$ cat src/rtl/pc_sequencer_pkg.sv
// pc_sequencer_pkg
// Shared definitions for the program-counter sequencer: default reset and
// exception vectors, the RUN/TRAP state encoding, the redirect-cause code
// and the debug struct exported by the sequencer.
package pc_sequencer_pkg;

  localparam logic [31:0] RESET_PC_DEF   = 32'h0000_0000;
  localparam logic [31:0] EXC_VECTOR_DEF = 32'h0000_0180;

  typedef enum logic {
    ST_RUN  = 1'b0,
    ST_TRAP = 1'b1
  } pc_state_t;

  // Which redirect source won arbitration this cycle.
  typedef enum logic [1:0] {
    CAUSE_NONE = 2'd0,
    CAUSE_JR   = 2'd1,
    CAUSE_BR   = 2'd2,
    CAUSE_J    = 2'd3
  } redirect_cause_t;

  typedef struct packed {
    pc_state_t       state;
    redirect_cause_t cause;
  } pc_dbg_t;

endpackage

$ cat src/rtl/pc_sequencer_if.sv
// pc_sequencer_if
// Bundles the control/target inputs coming from the hazard unit and the
// ID/EX branch-resolution logic, plus the PC-side outputs.
//   master : hazard/branch logic (drives requests, observes PC/Flush/AddrErr)
//   slave  : pc_sequencer
// Handshake: there is no valid/ready pair; every request input is a
// level qualified by its own enable (Stall, BranchTaken, Jump, JumpReg,
// ErrAck) and is sampled on every rising edge of Clk. The associated
// target fields only need to be stable while their enable is high.
interface pc_sequencer_if;
  logic        Stall;
  logic        BranchTaken;
  logic [15:0] BranchImm;
  logic [31:0] BranchPCPlus4;
  logic        Jump;
  logic [25:0] JumpIndex;
  logic [31:0] JumpPCPlus4;
  logic        JumpReg;
  logic [31:0] JumpRegAddr;
  logic        ErrAck;
  logic [31:0] PC;
  logic [31:0] PCPlus4;
  logic        Flush;
  logic        AddrErr;

  modport master (
    output Stall, BranchTaken, BranchImm, BranchPCPlus4,
           Jump, JumpIndex, JumpPCPlus4, JumpReg, JumpRegAddr, ErrAck,
    input  PC, PCPlus4, Flush, AddrErr
  );

  modport slave (
    input  Stall, BranchTaken, BranchImm, BranchPCPlus4,
           Jump, JumpIndex, JumpPCPlus4, JumpReg, JumpRegAddr, ErrAck,
    output PC, PCPlus4, Flush, AddrErr
  );
endinterface

$ cat src/rtl/pc_target_calc.sv
// pc_target_calc
// Purely combinational target generation.
//   i_branch_imm      : signed branch word offset
//   i_branch_pc_plus4 : PC+4 of the branch instruction
//   i_jump_region     : upper 4 bits of PC+4 of the jump instruction
//   i_jump_index      : 26-bit J/JAL instruction index
//   o_branch_target   : i_branch_pc_plus4 + (sext(imm) << 2), mod 2^32
//   o_jump_target     : {region, index, 2'b00}
module pc_target_calc (
  input  logic [15:0] i_branch_imm,
  input  logic [31:0] i_branch_pc_plus4,
  input  logic [3:0]  i_jump_region,
  input  logic [25:0] i_jump_index,
  output logic [31:0] o_branch_target,
  output logic [31:0] o_jump_target
);

  logic [31:0] w_branch_off;

  // Sign-extend to 30 bits, then the word-to-byte shift fills two zeros.
  assign w_branch_off    = {{14{i_branch_imm[15]}}, i_branch_imm, 2'b00};
  assign o_branch_target = i_branch_pc_plus4 + w_branch_off;
  assign o_jump_target   = {i_jump_region, i_jump_index, 2'b00};

endmodule

$ cat src/rtl/pc_sequencer.sv
// pc_sequencer
// Owns the fetch PC. Each cycle it chooses among reset, jump-register
// (with misaligned-target trap), taken branch, jump, stall and increment,
// and produces a registered Flush pulse that squashes wrong-path fetches.
// Ports:
//   Clk, Rst : clock and synchronous active-high reset
//   bus      : pc_sequencer_if.slave (requests in, PC/PCPlus4/Flush/AddrErr out)
//   o_dbg    : current FSM state and the redirect cause chosen this cycle
module pc_sequencer
  import pc_sequencer_pkg::*;
#(
  parameter logic [31:0] RESET_PC   = RESET_PC_DEF,
  parameter logic [31:0] EXC_VECTOR = EXC_VECTOR_DEF
) (
  input  logic                 Clk,
  input  logic                 Rst,
  pc_sequencer_if.slave        bus,
  output pc_dbg_t              o_dbg
);

  pc_state_t       r_state, w_state_next;
  logic [31:0]     r_pc, w_pc_next;
  logic            r_flush, w_flush_next;
  logic            r_addr_err, w_addr_err_next;
  redirect_cause_t w_cause;

  logic [31:0]     w_branch_target;
  logic [31:0]     w_jump_target;
  logic            w_unused_ok;

  pc_target_calc u_target_calc (
    .i_branch_imm      (bus.BranchImm),
    .i_branch_pc_plus4 (bus.BranchPCPlus4),
    .i_jump_region     (bus.JumpPCPlus4[31:28]),
    .i_jump_index      (bus.JumpIndex),
    .o_branch_target   (w_branch_target),
    .o_jump_target     (w_jump_target)
  );

  // Only the region bits of the jump's PC+4 matter for the target.
  assign w_unused_ok = &{1'b0, bus.JumpPCPlus4[27:0]};

  // State register
  always_ff @(posedge Clk) begin
    if (Rst) begin
      r_state    <= ST_RUN;
      r_pc       <= RESET_PC;
      r_flush    <= 1'b0;
      r_addr_err <= 1'b0;
    end else begin
      r_state    <= w_state_next;
      r_pc       <= w_pc_next;
      r_flush    <= w_flush_next;
      r_addr_err <= w_addr_err_next;
    end
  end

  // Next-state logic
  always_comb begin
    w_state_next    = r_state;
    w_pc_next       = r_pc;
    w_flush_next    = 1'b0;
    w_addr_err_next = r_addr_err;
    w_cause         = CAUSE_NONE;
    unique case (r_state)
      ST_RUN: begin
        // EX-stage redirects beat Jump and Stall: the younger instructions
        // that raised them are being squashed anyway.
        if (bus.JumpReg) begin
          w_cause      = CAUSE_JR;
          w_flush_next = 1'b1;
          if (bus.JumpRegAddr[1:0] != 2'b00) begin
            w_state_next    = ST_TRAP;
            w_pc_next       = EXC_VECTOR;
            w_addr_err_next = 1'b1;
          end else begin
            w_pc_next = bus.JumpRegAddr;
          end
        end else if (bus.BranchTaken) begin
          w_cause      = CAUSE_BR;
          w_flush_next = 1'b1;
          w_pc_next    = w_branch_target;
        end else if (bus.Jump) begin
          w_cause      = CAUSE_J;
          w_flush_next = 1'b1;
          w_pc_next    = w_jump_target;
        end else if (!bus.Stall) begin
          w_pc_next = r_pc + 32'd4;
        end
      end
      ST_TRAP: begin
        // Flush stays high for the whole trap; all requests are ignored.
        w_pc_next    = EXC_VECTOR;
        w_flush_next = 1'b1;
        if (bus.ErrAck) begin
          w_state_next    = ST_RUN;
          w_pc_next       = EXC_VECTOR + 32'd4;
          w_flush_next    = 1'b0;
          w_addr_err_next = 1'b0;
        end
      end
      default: begin
        w_state_next = ST_RUN;
      end
    endcase
  end

  // Output logic
  always_comb begin
    bus.PC        = r_pc;
    bus.PCPlus4   = r_pc + 32'd4;
    bus.Flush     = r_flush;
    bus.AddrErr   = r_addr_err;
    o_dbg.state   = r_state;
    o_dbg.cause   = w_cause;
  end

endmodule

$ cat src/flat_wrapper.sv
// flat-port wrapper written by rule: the top's interface ports become plain ports
module pc_sequencer_flat import pc_sequencer_pkg::*;
#(
  parameter logic [31:0] RESET_PC   = RESET_PC_DEF,
  parameter logic [31:0] EXC_VECTOR = EXC_VECTOR_DEF
)
  (Clk, Rst, o_dbg, bus_Stall, bus_BranchTaken, bus_BranchImm, bus_BranchPCPlus4, bus_Jump, bus_JumpIndex, bus_JumpPCPlus4, bus_JumpReg, bus_JumpRegAddr, bus_ErrAck, bus_PC, bus_PCPlus4, bus_Flush, bus_AddrErr);
  pc_sequencer_if bus_i ();
  input  logic Clk;
  input  logic Rst;
  output pc_dbg_t o_dbg;
  input wire logic [$bits(bus_i.Stall)-1:0] bus_Stall;
  input wire logic [$bits(bus_i.BranchTaken)-1:0] bus_BranchTaken;
  input wire logic [$bits(bus_i.BranchImm)-1:0] bus_BranchImm;
  input wire logic [$bits(bus_i.BranchPCPlus4)-1:0] bus_BranchPCPlus4;
  input wire logic [$bits(bus_i.Jump)-1:0] bus_Jump;
  input wire logic [$bits(bus_i.JumpIndex)-1:0] bus_JumpIndex;
  input wire logic [$bits(bus_i.JumpPCPlus4)-1:0] bus_JumpPCPlus4;
  input wire logic [$bits(bus_i.JumpReg)-1:0] bus_JumpReg;
  input wire logic [$bits(bus_i.JumpRegAddr)-1:0] bus_JumpRegAddr;
  input wire logic [$bits(bus_i.ErrAck)-1:0] bus_ErrAck;
  output wire logic [$bits(bus_i.PC)-1:0] bus_PC;
  output wire logic [$bits(bus_i.PCPlus4)-1:0] bus_PCPlus4;
  output wire logic [$bits(bus_i.Flush)-1:0] bus_Flush;
  output wire logic [$bits(bus_i.AddrErr)-1:0] bus_AddrErr;
  assign bus_i.Stall = bus_Stall;
  assign bus_i.BranchTaken = bus_BranchTaken;
  assign bus_i.BranchImm = bus_BranchImm;
  assign bus_i.BranchPCPlus4 = bus_BranchPCPlus4;
  assign bus_i.Jump = bus_Jump;
  assign bus_i.JumpIndex = bus_JumpIndex;
  assign bus_i.JumpPCPlus4 = bus_JumpPCPlus4;
  assign bus_i.JumpReg = bus_JumpReg;
  assign bus_i.JumpRegAddr = bus_JumpRegAddr;
  assign bus_i.ErrAck = bus_ErrAck;
  assign bus_PC = bus_i.PC;
  assign bus_PCPlus4 = bus_i.PCPlus4;
  assign bus_Flush = bus_i.Flush;
  assign bus_AddrErr = bus_i.AddrErr;
  pc_sequencer #(.RESET_PC(RESET_PC), .EXC_VECTOR(EXC_VECTOR)) u_core (.Clk(Clk), .Rst(Rst), .bus(bus_i), .o_dbg(o_dbg));
endmodule
$ cat config.mk
export PLATFORM = sky130hd
export DESIGN_NAME = pc_sequencer_flat
export DESIGN_NICKNAME = d
export VERILOG_FILES = /design/src/rtl/pc_sequencer_pkg.sv /design/src/rtl/pc_sequencer_if.sv /design/src/rtl/pc_target_calc.sv /design/src/rtl/pc_sequencer.sv /design/src/flat_wrapper.sv
export SDC_FILE = /design/constraint.sdc
export NUM_CORES = 1
export LEC_CHECK = 0
export ABC_AREA = 1
export CORE_UTILIZATION = 41
export CTS_CLUSTER_SIZE = 16
export DETAILED_ROUTE_END_ITERATION = 10
export GPL_ROUTABILITY_DRIVEN = 0
export GPL_TIMING_DRIVEN = 0
export PLACE_DENSITY = 0.78
export SYNTH_ARGS = -nofsm -noshare
export SYNTH_HDL_FRONTEND = slang
export SYNTH_SLANG_ARGS = --single-unit
$ cat constraint.sdc
create_clock -name Clk -period 2 [get_ports Clk]
set_input_delay 0.3 -clock Clk [delete_from_list [all_inputs] [get_ports Clk]]
set_output_delay 0.3 -clock Clk [all_outputs]
set_load 0.1 [all_outputs]
==> run metrics <==
syn avg cell area=5.24 um^2; area of the multi-input gates=0.00527 mm^2; via count=7987; fin util=0.775; maximum vdd ir drop=0.000428 V; DR WL/cell=17.3 um; CP Data Arrival Time=1.92 ns; Async SR Flop Fraction=0; final WL=25.2 mm; Starting Density=0.424; Clock transition at path regs=0.06 ns; WP data required=1.70 ns; failing checks=negative setup slack; post-synth top area cell=nand2_1; WHS=0.472 ns; CP Capture Type=primary output; sequential fraction of the synthesis area=0.129; 1st-pass router iterations=5; CP max FO=4; Final WS setup=-0.216 ns; worst hold path stage count=2; residual DRC count=0; Via density=5.48; Rel. slew slack=0.358; CTS Root Cell=clkbuf_16; critical path's most frequent cell=nor2_4; register area=811 um^2; synthesis warning total=0; first-pass GRT wire length=33.7 mm; crit path launch type=flip-flop; hold_buf cts=0; initial antenna violation count=0; Largest delay share family, worst path=simple AND/OR/NAND/NOR gates; maximum clock frequency=451 MHz; Hold EP=u_core.bus.AddrErr; RR Startpoint=u_core.bus.PC[2]; distinct cell type count after synthesis=45; final hold viol count=0; area of the core=0.0128 mm^2; CTS max path bufs=2; r2r setup slk=-0.04 ns; Die Y=117 um; die width=117 um; area added between synthesis and finish=82.7%; minimum clock period=2.22 ns; unrepaired setup endpoints after global routing=yes; Port Buffers=184; post-route ant nets=0; pwr dens=494 mW/mm^2; CTS H-Tree Depth=2; Yosys top cell area share=0.267; Synth area leaders=nand2_1 (27%), dfxtp_1 (13%), inv_1 (9.8%); Antenna diodes=0; MaxCap Viol Count=0; Hold Path Class=flip-flop to flip-flop; I/O pin count=214; maximum number of pins on one net before global-route repair=20; final worst-path cycle share=1.11; Die Area=0.0137 mm^2; Net Count, Synth=1209; TritonCTS clock tree=done; worst path bufs/invs=2; vias in the first global route=6934; reg2reg end=u_core.bus.PC[12]; synth cell count leaders=nand2_1 (385), inv_1 (141), nor2_1 (108), a21oi_1 (101), nand3_1 (73); drt first-iter violations=868; crit-path cells=ha_4 -> nand3_4 -> nor2_4 -> nand2_4 -> nor2_4 -> xnor2_4 -> clkinvlp_4 -> buf_12; CP max stage cell=dfxtp_4; # fillers=903; layout cell share with drive strength beyond 1=0.337; status=finished with violations; HPWL Detailed=17.2 mm; cell with the most instances after synthesis=nand2_1; skew final=0.00807 ns; Clock Sink Count=35; Pins Over Slew Limit=0; max incr delay on CP=0.38 ns; Tot GR Track Use=0.322; Worst Hold Launch=u_core.bus.AddrErr; num rows=41; Setup Viol. Count Final=22; Post-synth EDFFs=0; worst-skew pair later-pin latency=0.30 ns; Pleak=4.86 nW; post-synthesis cell count=1033; ys flop type=dfxtp_1; fin nets=1461; FF-to-FF path depth=12; critical path class=flip-flop to primary output; total CTS buffers=5; worst-margin pin slew=0.968 ns; Synth Register Bits=35; synthesized area=0.00542 mm^2; gr ovfl total=0
-- state kept, by name (all words and copies together) (netlist names) --
register            count
u_core.bus.PC          32
u_core.r_state          1
u_core.bus.Flush        1
u_core.bus.AddrErr      1
-- final cells by class --
type                       count  area share
buffer                        27      0.0166
sequential                    35      0.0819
clock buffer                   6      0.0140
inverter                     162      0.0706
timing repair buffer         246       0.259
tap                          172      0.0217
clock inverter                 2     0.00354
multi-input combinational    808       0.532
-- where the power goes --
group          total (W)  switching [W]  leakage [nW]  internal [W]
logic            0.00307        0.00200          4.46       0.00107
clock network   0.000946       0.000326        0.0868      0.000620
registers       0.000879       0.000122         0.308      0.000757
-- how the worst max path moves through the flow --
| stage | end | depth (start not counted) | startpoint | slack, ns |
|---|---|---|---|---|
| after detailed placement | o_dbg[0] | 7 | bus_JumpReg | -1.50 |
| after floorplan | u_core.bus.PC[12] | 10 | u_core.bus.PC[3] | -0.41 |
| after CTS | bus_PCPlus4[14] | 8 | u_core.bus.PC[2] | -0.17 |
| after global routing | bus_PCPlus4[14] | 8 | u_core.bus.PC[2] | -0.28 |
| after global placement | o_dbg[0] | 7 | bus_JumpReg | -1.50 |
| final | bus_PCPlus4[14] | 8 | u_core.bus.PC[2] | -0.22 |
-- kinds of logic after synthesis --
kind of cell             share of synthesized area
AND/OR/NAND/NOR                              0.481
buffers and inverters                        0.139
AO/OA/AOI/OAI                                0.139
flip-flops                                   0.129
adder cells (fa/ha/maj)                     0.0730
XOR/XNOR                                    0.0386
-- layer usage --
layer / track usage / share of wire / vias up
li1: - / - / 3739
met1: 0.405 / 0.38 / 3605
met2: 0.555 / 0.47 / 525
met3: 0.0572 / 0.096 / 118
met4: 0.110 / 0.054 / 0
met5: 0 / 0 / -
-- per-stage QoR --
stage / setup TNS [ns] / instance area [um^2] / power, W / std cells / setup slack, ns
after CTS: -0.807 / 9030 / 0.00459 / 1426 / -0.173
after global routing: -4.14 / 9900 / 0.00509 / 1458 / -0.282
after global placement: -38.18 / 7880 / 0.00340 / 1389 / -1.50
after detailed placement: -39.76 / 7880 / 0.00342 / 1389 / -1.50
final: -2.66 / 9900 / 0.00489 / 1458 / -0.216
after floorplan: -3.41 / 5820 / 0.00267 / 1033 / -0.409
-- tightest hold or removal path: stages (launching register included) --
cell     delay (ns)
dfxtp_1        0.32
inv_1          0.06
a21oi_1        0.06
-- what timing repair did --
action | 4_1_cts | 5_1_grt
pin swaps | 42 | 76
setup buffers | 31 | 32
gates resized for setup | 413 | 183
endpoints found under the setup margin | 97 | 50
-- cells in the final DEF (no fill, tap or decap), drive strengths merged, types with 2 or more instances in the layout --
cell,Yosys,layout
a21oi,105,105
a31oi,2,2
and2,2,2
buf,17,108
clkbuf,11,20
clkdlybuf4s15,0,5
clkdlybuf4s50,0,70
clkinv,1,2
clkinvlp,0,19
dfxtp,35,35
dlygate4sd2,0,44
dlymetal6s2s,0,32
ha,30,30
inv,161,142
nand2,392,392
nand3,76,76
nand4,8,8
nor2,121,121
nor3,9,9
o211ai,2,2
o21ai,17,17
o21bai,4,4
o221ai,4,4
or2,7,7
xnor2,10,10
xor2,13,13
Note: power is estimated with default switching activity, not from simulation.
